`src/rtl/ssd_mux.sv`:
```
// ssd_mux: time-multiplexed seven-segment display driver with ghost guard and per-digit blanking
//   clk    : clock, all state changes on rising edge
//   rst_n  : asynchronous active-low reset
//   load   : capture din into the display register
//   din    : 4*DIGITS hex nibbles, nibble 0 is the least significant digit
//   blank  : live per-digit force-off
//   seg    : registered segments, seg[0]=a .. seg[6]=g
//   an     : registered one-hot digit enable
//   frame  : one-cycle pulse after the digit index wraps to 0
// Optional: define SSD_MUX_LZS_EN to suppress leading zeros (digit 0 always shown).
module ssd_mux #(
    parameter int DIGITS         = 4,
    parameter int REFRESH_DIV    = 50000,
    parameter bit SEG_ACTIVE_LOW = 1
) (
    input  logic                  clk,
    input  logic                  rst_n,
    input  logic                  load,
    input  logic [4*DIGITS-1:0]   din,
    input  logic [DIGITS-1:0]     blank,
    output logic [6:0]            seg,
    output logic [DIGITS-1:0]     an,
    output logic                  frame
);
    localparam int PW = $clog2(REFRESH_DIV);
    localparam int IW = DIGITS > 1 ? $clog2(DIGITS) : 1;
    localparam logic [6:0]        SEG_OFF = {7{SEG_ACTIVE_LOW}};
    localparam logic [DIGITS-1:0] AN_OFF  = {DIGITS{SEG_ACTIVE_LOW}};

    logic [PW-1:0]       presc_q, presc_d;
    logic [IW-1:0]       idx_q, idx_d;
    logic [4*DIGITS-1:0] disp_q, disp_d;
    logic                frame_q, frame_d;
    logic [6:0]          seg_q, seg_d;
    logic [DIGITS-1:0]   an_q, an_d;
    logic [DIGITS-1:0]   lz;
    logic                adv, last, show;
    logic [3:0]          nib;
    logic [6:0]          seg_on;
    logic [DIGITS-1:0]   an_on;

    function automatic logic [6:0] hex7(input logic [3:0] n);
        case (n)
            4'h0: hex7 = 7'h3F;
            4'h1: hex7 = 7'h06;
            4'h2: hex7 = 7'h5B;
            4'h3: hex7 = 7'h4F;
            4'h4: hex7 = 7'h66;
            4'h5: hex7 = 7'h6D;
            4'h6: hex7 = 7'h7D;
            4'h7: hex7 = 7'h07;
            4'h8: hex7 = 7'h7F;
            4'h9: hex7 = 7'h6F;
            4'hA: hex7 = 7'h77;
            4'hB: hex7 = 7'h7C;
            4'hC: hex7 = 7'h39;
            4'hD: hex7 = 7'h5E;
            4'hE: hex7 = 7'h79;
            default: hex7 = 7'h71;
        endcase
    endfunction

`ifdef SSD_MUX_LZS_EN
    // A digit is a leading zero when it and every more-significant nibble are zero.
    always_comb begin
        logic z;
        z  = 1'b1;
        lz = '0;
        for (int i = DIGITS - 1; i > 0; i--) begin
            z     = z && (disp_q[4*i +: 4] == 4'h0);
            lz[i] = z;
        end
    end
`else
    assign lz = '0;
`endif

    always_comb begin
        adv     = presc_q == PW'(REFRESH_DIV - 1);
        last    = idx_q == IW'(DIGITS - 1);
        presc_d = adv ? '0 : presc_q + 1'b1;
        idx_d   = adv ? (last ? '0 : idx_q + 1'b1) : idx_q;
        disp_d  = load ? din : disp_q;
        frame_d = adv && last;
        nib     = disp_q[{idx_q, 2'b00} +: 4];
        // presc_q == 0 marks the first cycle of a slot: the ghost guard.
        show    = (presc_q != '0) && !blank[idx_q] && !lz[idx_q];
        seg_on  = show ? hex7(nib) : 7'h00;
        an_on   = show ? DIGITS'(1) << idx_q : '0;
        seg_d   = SEG_ACTIVE_LOW ? ~seg_on : seg_on;
        an_d    = SEG_ACTIVE_LOW ? ~an_on : an_on;
    end

    always_ff @(posedge clk or negedge rst_n) begin
        if (!rst_n) begin
            presc_q <= '0;
            idx_q   <= '0;
            disp_q  <= '0;
            frame_q <= 1'b0;
            seg_q   <= SEG_OFF;
            an_q    <= AN_OFF;
        end else begin
            presc_q <= presc_d;
            idx_q   <= idx_d;
            disp_q  <= disp_d;
            frame_q <= frame_d;
            seg_q   <= seg_d;
            an_q    <= an_d;
        end
    end

    assign seg   = seg_q;
    assign an    = an_q;
    assign frame = frame_q;
endmodule

```
`config.mk`:
```
export PLATFORM = sky130hd
export DESIGN_NAME = ssd_mux
export DESIGN_NICKNAME = d
export VERILOG_FILES = /design/src/rtl/ssd_mux.sv
export SDC_FILE = /design/constraint.sdc
export NUM_CORES = 1
export LEC_CHECK = 0
export BUFFER_PORTS_ARGS = -buffer_cell sky130_fd_sc_hd__buf_2
export CAP_MARGIN = 10
export CORE_UTILIZATION = 60
export CTS_CLUSTER_DIAMETER = 120
export DETAILED_ROUTE_END_ITERATION = 7
export GPL_TIMING_DRIVEN = 0
export PLACE_DENSITY = 0.94
export SYNTH_ARGS = -nofsm -noshare
export SYNTH_HDL_FRONTEND = slang
export SYNTH_SLANG_ARGS = --single-unit
```
`constraint.sdc`:
```
create_clock -name clk -period 5.4 [get_ports clk]
set_input_delay 1.08 -clock clk [delete_from_list [all_inputs] [get_ports clk]]
set_output_delay 1.08 -clock clk [all_outputs]
set_load 0.01 [all_outputs]
```
Word level (Yosys, flattened, before mapping)
Memories as Yosys holds them, arrays and structs flattened.
Index checks and enable logic that the tools add are counted.
Widths: inputs -> output; s select.
{"block": "totals", "reg_bits": 46, "mem_count": 1, "rom_bits": 112, "word_cells": 30}
{"block": "op_classes", "eq_ne": 2, "reduce_logical": 6, "n_lt_le_gt_ge": 1, "bitwise": 2, "shift": 2, "muxes": 8, "addsub": 2}
{"name": "(name not given)", "words": 16, "width": 7, "read_ports": 1, "rd_clocked_by_memory_dff": 0, "wr": 0, "line_no": "43", "rtl": "case (n)"}
{"op": "$add 16x1->16 const B", "n": 1}
{"op": "$eq 16x16->1 const B", "n": 1}
{"op": "$mux 16", "n": 1}
{"op": "$reduce_bool 16->1", "n": 1}
{"op": "$shiftx 16x5->4", "n": 1}
{"op": "$mux 7", "n": 1}
{"op": "$not 7->7", "n": 1}
{"op": "$bmux 1 s2", "n": 2}
{"op": "$mux 4", "n": 1}
{"op": "$not 4->4", "n": 1}
{"op": "$shl 1x2->4 const A", "n": 1}
{"op": "$logic_and 1x1->1", "n": 3}
{"op": "$lt 2x3->1 const B", "n": 1}
{"op": "$add 2x1->2 const B", "n": 1}
{"op": "$eq 2x2->1 const B", "n": 1}
{"op": "$logic_not 1->1", "n": 2}
{"op": "$mux 1", "n": 2}
{"op": "$mux 2", "n": 1}

Depth between registers and ports, before layout
Gate-level depths: netlist of the first run.
{"block": "logic_depth", "depth_word": 7, "ltp_mapped": 8, "mapped_depth_nobuf": 7}

Worst setup path after synthesis of the first run
No wires, ideal clock.
{"block": "synth_timing", "path_kind": "input-to-reg", "start": "input port load", "end": "register disp_q[0]", "path_slack_ns": 3.234, "arrival_ns": 2.041, "path_buffers": 2, "cell_stages": 3, "required_ns": 5.275, "cell_sequence": "clkbuf_1 -> buf_1 -> mux2_2"}
{"element": "start: declaration", "line_no": "18", "rtl": "input logic load,"}
{"element": "end signal: assignment", "line_no": "105", "rtl": "disp_q <= disp_d;"}
{"element": "end: declaration", "line_no": "32", "rtl": "logic [4*DIGITS-1:0] disp_q, disp_d;"}
No word-level cell between the ends.

Worst setup path after layout of the first run
{"block": "layout_timing", "start": "register idx_q[0]", "end": "register seg_q[6], in the netlist seg[6]"}
{"block": "layout_via", "elab_chain_len": 7, "word_cells_on_any_way": 12, "cone_classes": "1 x shift; 5 x mux; 1 x bitwise; 4 x reduce/logical; 1 x memory"}
{"element": "start: declaration", "line_no": "31", "rtl": "logic [IW-1:0] idx_q, idx_d;"}
{"element": "start signal: assignment", "line_no": "104", "rtl": "idx_q <= idx_d;"}
{"element": "parallel branches: the longest is 5 deep, another holds $mem_v2 16x7"}
{"element": "$mux 7 (*)", "line_no": "88", "rtl": "seg_on = show ? hex7(nib) : 7'h00;"}
{"element": "$not 7->7 (*)", "line_no": "90", "rtl": "seg_d = SEG_ACTIVE_LOW ? ~seg_on : seg_on;"}
{"element": "via seg_d[6]", "line_no": "34", "rtl": "logic [6:0] seg_q, seg_d;"}
{"element": "end signal: assignment", "line_no": "107", "rtl": "seg_q <= seg_d;"}
{"element": "end: declaration", "line_no": "34"}
Mark *: on every way through the listed nets, which the timed path passes. The select of a mux whose other input is x is not followed.
A chain may end at the register's enable or synchronous reset.

==> metrics.cfg, run 1 <==
[drt]
drc_errors = 0
first_iter_violations = 91
wl_per_cell_um = 15.2
drt-total-wl_mm = 4.30
via_count = 1583
ant_nets = 0
drtPass1Iterations = 4
viasPerCell = 5.61

[die]
die_h_um = 64.7
dieWidth_um = 64.7
core_area_sq_um = 3720
rows = 22
num_io_pins = 35
die_area_sq_um = 4190
initial_core_util = 0.635

[critical_path]
arrival_ps = 2340
critPathMaxFanout = 8
crit_start = idx_q[0]
required_ps = 5610
worstReg2RegStart = idx_q[0]
path_class = reg -> reg
r2r_slack_ps = 3270
r2r_end = seg[6]
reg2regPathDepth = 6
start_kind = flip-flop
cp-end-kind = flip-flop

[finish]
fillers = 266
finalNetCount = 268
final_cell_mix = 35 x dfrtp_1, 34 x buf_2, 21 x mux2_2
fin_cells = 282
fin_util = 0.727
fin_area_sq_um = 2700
regArea_sq_um = 1160
multiInputGateArea_sq_um = 1110
layout-drive-gt1-share = 0.368
final_common_cell = dfrtp_1
area_delta_synth_final_pct = 14.5
num_antenna_cells = 0

[timing]
max_freq_mhz = 469
finalMaxSlewViolations = 0
finalSetupViolCount = 0
fin_ws_ps = 3270
clock_skew_ps = 9.33
timing.hold.ws_ps = 477
grt_setup_unrepaired = no
relSlewSlack = 0.358
final.period_utilization = 0.395
worst_slew_pin_slew_ps = 962
setup-tns-final_ps = 0
min_period_ps = 2130
finalHoldViolations = 0

[place]
dp_cells = 274
dpl_cell_area_sq_um = 2590
hpwl_mm = 3.08
dp_slack_ps = 3000
finalWeightedCongestion = 0.906
io_buffer_count = 33

[hold_path]
worstHoldStart = presc_q[0]
hold_path.class = reg -> reg
whs_endpoint = presc_q[0]
hold_path_depth = 1

[power]
finalPower_mw = 0.732
power.leakage_nw = 1.22
p_per_area_nw_per_um2 = 271
ir_drop_mv = 0.217

[clocking]
cts-buffers-inserted = 5
cts.clk_slew.worst_paths_ps = 80
post_cts.repair.setup_buffers = 0
cts_buffer_depth = 2
holdBufCountCts = 0
ctsResizeCount = 0
cts.sinks = 46
cts_tree = built
clockRootBuffer = clkbuf_8
htreeDepth = 2
clk-insertion-delay-late_ps = 300

[synth]
syn_avg_cell_area_sq_um = 12.2
synth_cell_type_count = 35
ys_warn_count = 0
syn_nets = 228
netlist_instances = 193
synth-seq-cells = 46
syn-cell-area_sq_um = 2360
seq_area_frac_synth = 0.493

[global_route]
grt_pass1_vias = 1616
grt_max_degree = 47
antenna_found_initial = 0
grt_overflow_total = 0
grt_use_total = 0.246
grt_pass1_wl_mm = 7.63

[outcome]
outcome = finished, final reports clean

[job]
cap_viol_max_count = 0

==> worst max path at each step <==
stage	to	cells past startpoint
global route	seg[6]	6
floorplan	disp_q[0]	3
global placement	disp_q[0]	3
detailed placement	disp_q[14]	3
finish	seg[6]	6
CTS	seg[6]	6
==> power breakdown <==
group          internal, mW  total, mW  switching (mW)
clock network         0.151      0.259           0.108
logic                0.0479     0.0948          0.0469
registers             0.368      0.378          0.0104
==> layout make-up <==
type,instances,share of cell area
clock inverters,1,0.0111
repair buffers,33,0.0611
well taps,48,0.0222
multi-input cells,130,0.410
clock buffers,7,0.0319
flip-flops and latches,46,0.431
inverters,10,0.0139
plain buffers,7,0.0185
==> routing by layer <==
| layer | wire (um) | track usage | vias to the layer above |
|---|---|---|---|
| met5 | 0 | 0 | - |
| met4 | 110 | 0.0972 | 0 |
| met3 | 238 | 0.0634 | 11 |
| met2 | 2060 | 0.379 | 61 |
| met1 | 1890 | 0.332 | 756 |
| li1 | - | - | 755 |
==> cell usage after synthesis, drive strengths merged <==
| cell type | n | area, sq um |
|---|---|---|
| and3 | 1 | 6.26 |
| xor2 | 12 | 105 |
| dfstp | 11 | 289 |
| dfrtp | 35 | 876 |
| mux2 | 22 | 251 |
| nor2b | 1 | 6.26 |
| mux2i | 3 | 30.0 |
| xnor2 | 3 | 26.3 |
| or4 | 2 | 15.0 |
| o21ai | 1 | 5.00 |
| o31ai | 3 | 22.5 |
| nand4 | 7 | 43.8 |
| nor3 | 3 | 15.0 |
| o311ai | 2 | 17.5 |
| and2 | 5 | 31.3 |
| nor3b | 2 | 15.0 |
| o21ba | 1 | 10.0 |
| o221ai | 1 | 15.0 |
| nor4 | 4 | 40.0 |
| buf | 6 | 46.3 |
| nor2 | 11 | 41.3 |
| mux4 | 6 | 139 |
| inv | 10 | 37.5 |
| a21o | 1 | 7.51 |
| ha | 12 | 150 |
| clkbuf | 1 | 3.75 |
| nand3 | 7 | 35.0 |
| nand2 | 16 | 60.1 |
| a21oi | 4 | 20.0 |
==> kinds of logic after synthesis <==
family	after synthesis	share of synthesized area
and+or+nand+nor	59	0.131
DFF	46	0.493
muxes	31	0.178
buffers and inverters	17	0.0371
xor gates and xnor gates	15	0.0556
AOI/OAI and AO/OA	13	0.0413
adders and majority gates	12	0.0636
==> sequential cells by signal (all words and copies together), names as in the netlist <==
signal   cells
idx_q        2
frame        1
disp_q      16
an           4
seg          7
presc_q     16
==> critical path: stages, from the launching register on <==
cell	delay, ps
dfrtp_1	400
buf_6	170
mux4_1	700
ha_1	310
mux2_2	280
nand2_1	70
o311ai_1	100
Note: power is estimated with default switching activity, not from simulation.
==> run 2, diff against run 1 <==
--- a/config.mk
+++ b/config.mk
@@ -5,13 +5,14 @@
 export SDC_FILE = /design/constraint.sdc
 export NUM_CORES = 1
 export LEC_CHECK = 0
+export ABC_AREA = 1
 export BUFFER_PORTS_ARGS = -buffer_cell sky130_fd_sc_hd__buf_2
 export CAP_MARGIN = 10
-export CORE_UTILIZATION = 60
+export CORE_UTILIZATION = 57
 export CTS_CLUSTER_DIAMETER = 120
 export DETAILED_ROUTE_END_ITERATION = 7
 export GPL_TIMING_DRIVEN = 0
-export PLACE_DENSITY = 0.94
+export PLACE_DENSITY = 0.9
 export SYNTH_ARGS = -nofsm -noshare
 export SYNTH_HDL_FRONTEND = slang
 export SYNTH_SLANG_ARGS = --single-unit
==> constraint.sdc (replaced) <==
create_clock -name clk -period 2.1 [get_ports clk]
set_input_delay 0.42 -clock clk [delete_from_list [all_inputs] [get_ports clk]]
set_output_delay 0.42 -clock clk [all_outputs]
set_load 0.01 [all_outputs]
==> metrics.cfg, run 2 <==
[global_route]
grt_use_met3 = 0.0450
use_met1 = 0.290
grt_use_total = 0.229
grt_pass1_wl_mm = 7.87
grt_most_used_layer = met2
use_met2 = 0.382
grt_max_degree = 47
grt_overflow_total = 0
grt_pass1_vias = 1907
antenna_found_initial = 0

[die]
initial_core_util = 0.610
die_h_um = 68.1
rows = 23
num_io_pins = 35
core_area_sq_um = 4090
die_area_sq_um = 4640
dieWidth_um = 68.1

[job]
cap_viol_max_count = 0

[timing]
final.period_utilization = 0.859
min_period_ps = 1800
finalHoldViolations = 0
clock_skew_ps = 10.0
relSlewSlack = 0.353
fin_ws_ps = 297
worst_slew_pin_slew_ps = 971
finalSetupViolCount = 0
grt_setup_unrepaired = no
finalMaxSlewViolations = 0
timing.hold.ws_ps = 264
max_freq_mhz = 555
setup-tns-final_ps = 0

[power]
switching_share = 0.266
power.leakage_nw = 1.40
seqPwrFrac = 0.555
p_int_mw = 1.27
pwr-share-comb = 0.126
ir_drop_mv = 0.434
p_clk_frac = 0.320
switching_power_mw = 0.460
p_per_area_nw_per_um2 = 615

[clocking]
clockRootBuffer = clkbuf_8
cts-buffers-inserted = 5
cts_tree = built
cts_buffer_depth = 2
holdBufCountCts = 0
htreeDepth = 2
post_cts.repair.setup_buffers = 0
clk-insertion-delay-late_ps = 310
cts.clk_slew.worst_paths_ps = 90
cts.sinks = 46
ctsResizeCount = 0

[synth]
syn_nets = 332
synth-seq-cells = 46
synth_top_cells_by_count = 82 x nand2_1, 37 x nand3_1, 35 x dfrtp_1, 33 x nor2_1, 31 x inv_1
yosysTopAreaCellShare = 0.351
yosys.cell_count.top_type = nand2_1
synth_area_leaders = dfrtp_1 35%, nand2_1 12%, dfstp_2 12%
ys_warn_count = 0
syn_avg_cell_area_sq_um = 8.39
syn-cell-area_sq_um = 2490
async_flop_share = 1.00
netlist_instances = 297
synth_top_area_cell = dfrtp_1
seq_area_frac_synth = 0.467
synth_cell_type_count = 28
synth-edff-count = 0
synthFlopType = dfrtp_1

[critical_path]
path_class = reg -> reg
r2r_slack_ps = 300
cp-end-kind = flip-flop
start_kind = flip-flop
required_ps = 2340
critPathMaxFanout = 9
arrival_ps = 2040

[finish]
layout-drive-gt1-share = 0.249
num_antenna_cells = 0
final_cell_mix = 82 x nand2_1, 37 x nand3_1, 35 x dfrtp_1
finalNetCount = 372
final_common_cell = nand2_1
area_delta_synth_final_pct = 12.9

[drt]
via_count = 1988
first_iter_violations = 181
drc_errors = 0
drtPass1Iterations = 4
wl_per_cell_um = 12.0
drt-total-wl_mm = 4.65
ant_nets = 0
viasPerCell = 5.12

[place]
finalWeightedCongestion = 0.899
dp_slack_ps = 333
hpwl_mm = 3.44
io_buffer_count = 33

[hold_path]
hold_path.class = in -> async

[outcome]
outcome = finished, final reports clean

run 2: path summary, 6_finish.rpt:
path	to	depth (start not counted)	startpoint
worst max-delay path	seg[5]	9	idx_q[1]
worst min-delay path	presc_q[1]	1	rst_n
worst max register to register	seg[5]	9	idx_q[1]
worst min register to register	presc_q[0]	1	presc_q[0]
max in group asynchronous	presc_q[11]	1	rst_n
min in group clk	disp_q[15]	3	din[15]
run 2: cell families after synthesis:
family | Yosys count | share of synthesized area
fa+ha+maj | 12 | 0.0602
flops | 46 | 0.467
xor+xnor | 7 | 0.0246
buf+inv | 40 | 0.0668
mux | 12 | 0.0542
simple gates | 169 | 0.301
compound gates | 11 | 0.0256
run 2: power by group through the flow:
stage	sequential (mW)	clock (mW)	combinational (mW)
2_1_floorplan	0.984	0	0.133
3_3_place_gp	0.975	0	0.212
3_5_place_dp	0.977	0	0.218
4_1_cts	0.960	0.563	0.219
5_1_grt	0.967	0.596	0.250
6_report	0.960	0.553	0.218
run 2: worst max-delay path, cell delays in order, from the launching register on:
cell and delay (ps):
dfrtp_1 550, inv_4 200, nand3_1 90, nand2_1 210, inv_1 120, ha_1 220, nand3_1 130, nand2_1 80
nand2_1 50, nand3_1 60
run 2: per-layer routing:
layer  wire length, um  up-vias
met1              2160      922
met2              2270       45
met5                 0        -
li1                  -     1015
met4                63        0
met3               164        6
run 2: area by class of cell:
cell class,count,area [sq um]
Fill cell,314,1270
Sequential cell,46,1160
Multi-Input combinational cell,211,1160
Timing Repair Buffer,33,165
Inverter,36,139
Clock buffer,5,68.8
Tap cell,50,62.6
Buffer,4,27.5
Clock inverter,3,23.8
run 2: through the flow:
stage / instance area [sq um] / utilization / instances / power, mW
2_1_floorplan: 2490 / - / 297 / 1.12
3_3_place_gp: 2720 / 0.666 / 380 / 1.19
3_5_place_dp: 2720 / 0.666 / 380 / 1.20
4_1_cts: 2810 / 0.688 / 388 / 1.74
5_1_grt: 2810 / 0.688 / 388 / 1.81
6_report: 2810 / 0.688 / 388 / 1.73
==> run 3, diff against run 2 <==
--- a/config.mk
+++ b/config.mk
@@ -13,6 +13,7 @@
 export DETAILED_ROUTE_END_ITERATION = 7
 export GPL_TIMING_DRIVEN = 0
 export PLACE_DENSITY = 0.9
+export RECOVER_POWER = 100
 export SYNTH_ARGS = -nofsm -noshare
 export SYNTH_HDL_FRONTEND = slang
 export SYNTH_SLANG_ARGS = --single-unit
==> metrics.cfg, run 3 (synthesized netlist as in run 2, its figures left out) <==
[finish]
fin_area_sq_um = 2780
area_delta_synth_final_pct = 11.6
layout-drive-gt1-share = 0.192
multiInputGateArea_sq_um = 1150
fin_util = 0.681
final_common_cell = nand2_1
regArea_sq_um = 1160
num_antenna_cells = 0
fillers = 325
fin_cells = 388
finalNetCount = 372
final_cell_mix = 85 x nand2_1, 37 x nand3_1, 35 x dfrtp_1

[drt]
ant_nets = 0
wl_per_cell_um = 12.0
drc_errors = 0
via_count = 2000
viasPerCell = 5.15
drt-total-wl_mm = 4.64
first_iter_violations = 150
drtPass1Iterations = 4

[die]
rows = 23
initial_core_util = 0.610
num_io_pins = 35
die_area_sq_um = 4640
dieWidth_um = 68.1
die_h_um = 68.1
core_area_sq_um = 4090

[global_route]
grt_pass1_vias = 1907
antenna_found_initial = 0
grt_pass1_wl_mm = 7.87
grt_use_total = 0.229
grt_overflow_total = 0
grt_max_degree = 47

[clocking]
htreeDepth = 2
post_cts.repair.setup_buffers = 0
cts_buffer_depth = 2
holdBufCountCts = 0
cts.clk_slew.worst_paths_ps = 90
ctsResizeCount = 0
cts-buffers-inserted = 5
clockRootBuffer = clkbuf_8
cts.sinks = 46
clk-insertion-delay-late_ps = 310
cts_tree = built

[timing]
worst_slew_pin_slew_ps = 1080
finalSetupViolCount = 0
final.period_utilization = 0.872
setup-tns-final_ps = 0
clock_skew_ps = 8.95
relSlewSlack = 0.283
grt_setup_unrepaired = no
min_period_ps = 1830
finalHoldViolations = 0
finalMaxSlewViolations = 0
max_freq_mhz = 546

[power]
power.leakage_nw = 1.37
ir_drop_mv = 0.428
p_per_area_nw_per_um2 = 620

[critical_path]
cp-end-kind = flip-flop
critPathMaxFanout = 9
path_class = reg -> reg
start_kind = flip-flop
required_ps = 2350
arrival_ps = 2080

[job]
cap_viol_max_count = 0

[outcome]
outcome = finished, final reports clean

[place]
finalWeightedCongestion = 0.899
io_buffer_count = 33
dp_cells = 380
hpwl_mm = 3.44
dpl_cell_area_sq_um = 2720

[hold_path]
hold_path.class = in -> async

## run 3: changes by cell type in the layout (fill, tap and decap cells not counted), sizes merged
cell    delta
buf       -14
clkbuf    +14
clkinv     +1
inv        -1
## run 3: final cells by class
type,instances,share of cell area
inverters,36,0.0499
flip-flops and latches,46,0.419
well taps,50,0.0225
clock buffers,5,0.0247
repair buffers,33,0.0540
clock inverters,3,0.00855
plain buffers,4,0.00945
multi-input cells,211,0.412
## run 3: power breakdown
| part | total, mW | switching (mW) | internal, mW |
|---|---|---|---|
| sequential | 0.961 | 0.0172 | 0.943 |
| combinational | 0.212 | 0.128 | 0.0841 |
| clock | 0.552 | 0.314 | 0.238 |
## run 3: worst max-delay path: stages, from the launching register on
cell     delay (ps)
dfrtp_1         630
inv_4           140
nand3_1         130
nand2_1         170
inv_1           150
ha_1            230
inv_1            80
nand2_2          70
nand3_1          70
nand3_1         100
## run 3: path summary, 6_finish.rpt
kind,startpoint,endpoint,slack [ps],cells after the start
max,idx_q[1],seg[0],270,9
min,rst_n,presc_q[1],300,1
max reg2reg,idx_q[1],seg[0],270,9
min reg2reg,presc_q[0],presc_q[0],490,1
max in group asynchronous,rst_n,presc_q[14],1140,1
min in group clk,din[15],disp_q[15],320,3
## run 3: per-layer routing
metal	GRT usage	up-vias	wire, um
li1	-	1014	-
met1	0.290	935	2130
met2	0.382	43	2260
met3	0.0450	8	180
met4	0.0911	0	66
met5	0	-	0
## run 3: per-stage QoR
| step | hold slack (ps) | total power, mW | worst slack, ps |
|---|---|---|---|
| 6_report | 301 | 1.72 | 270 |
| 5_1_grt | 320 | 1.81 | 111 |
| 4_1_cts | 304 | 1.74 | 318 |
| 3_5_place_dp | 485 | 1.20 | 333 |
| 3_3_place_gp | 473 | 1.19 | 363 |
| 2_1_floorplan | 124 | 1.12 | 600 |
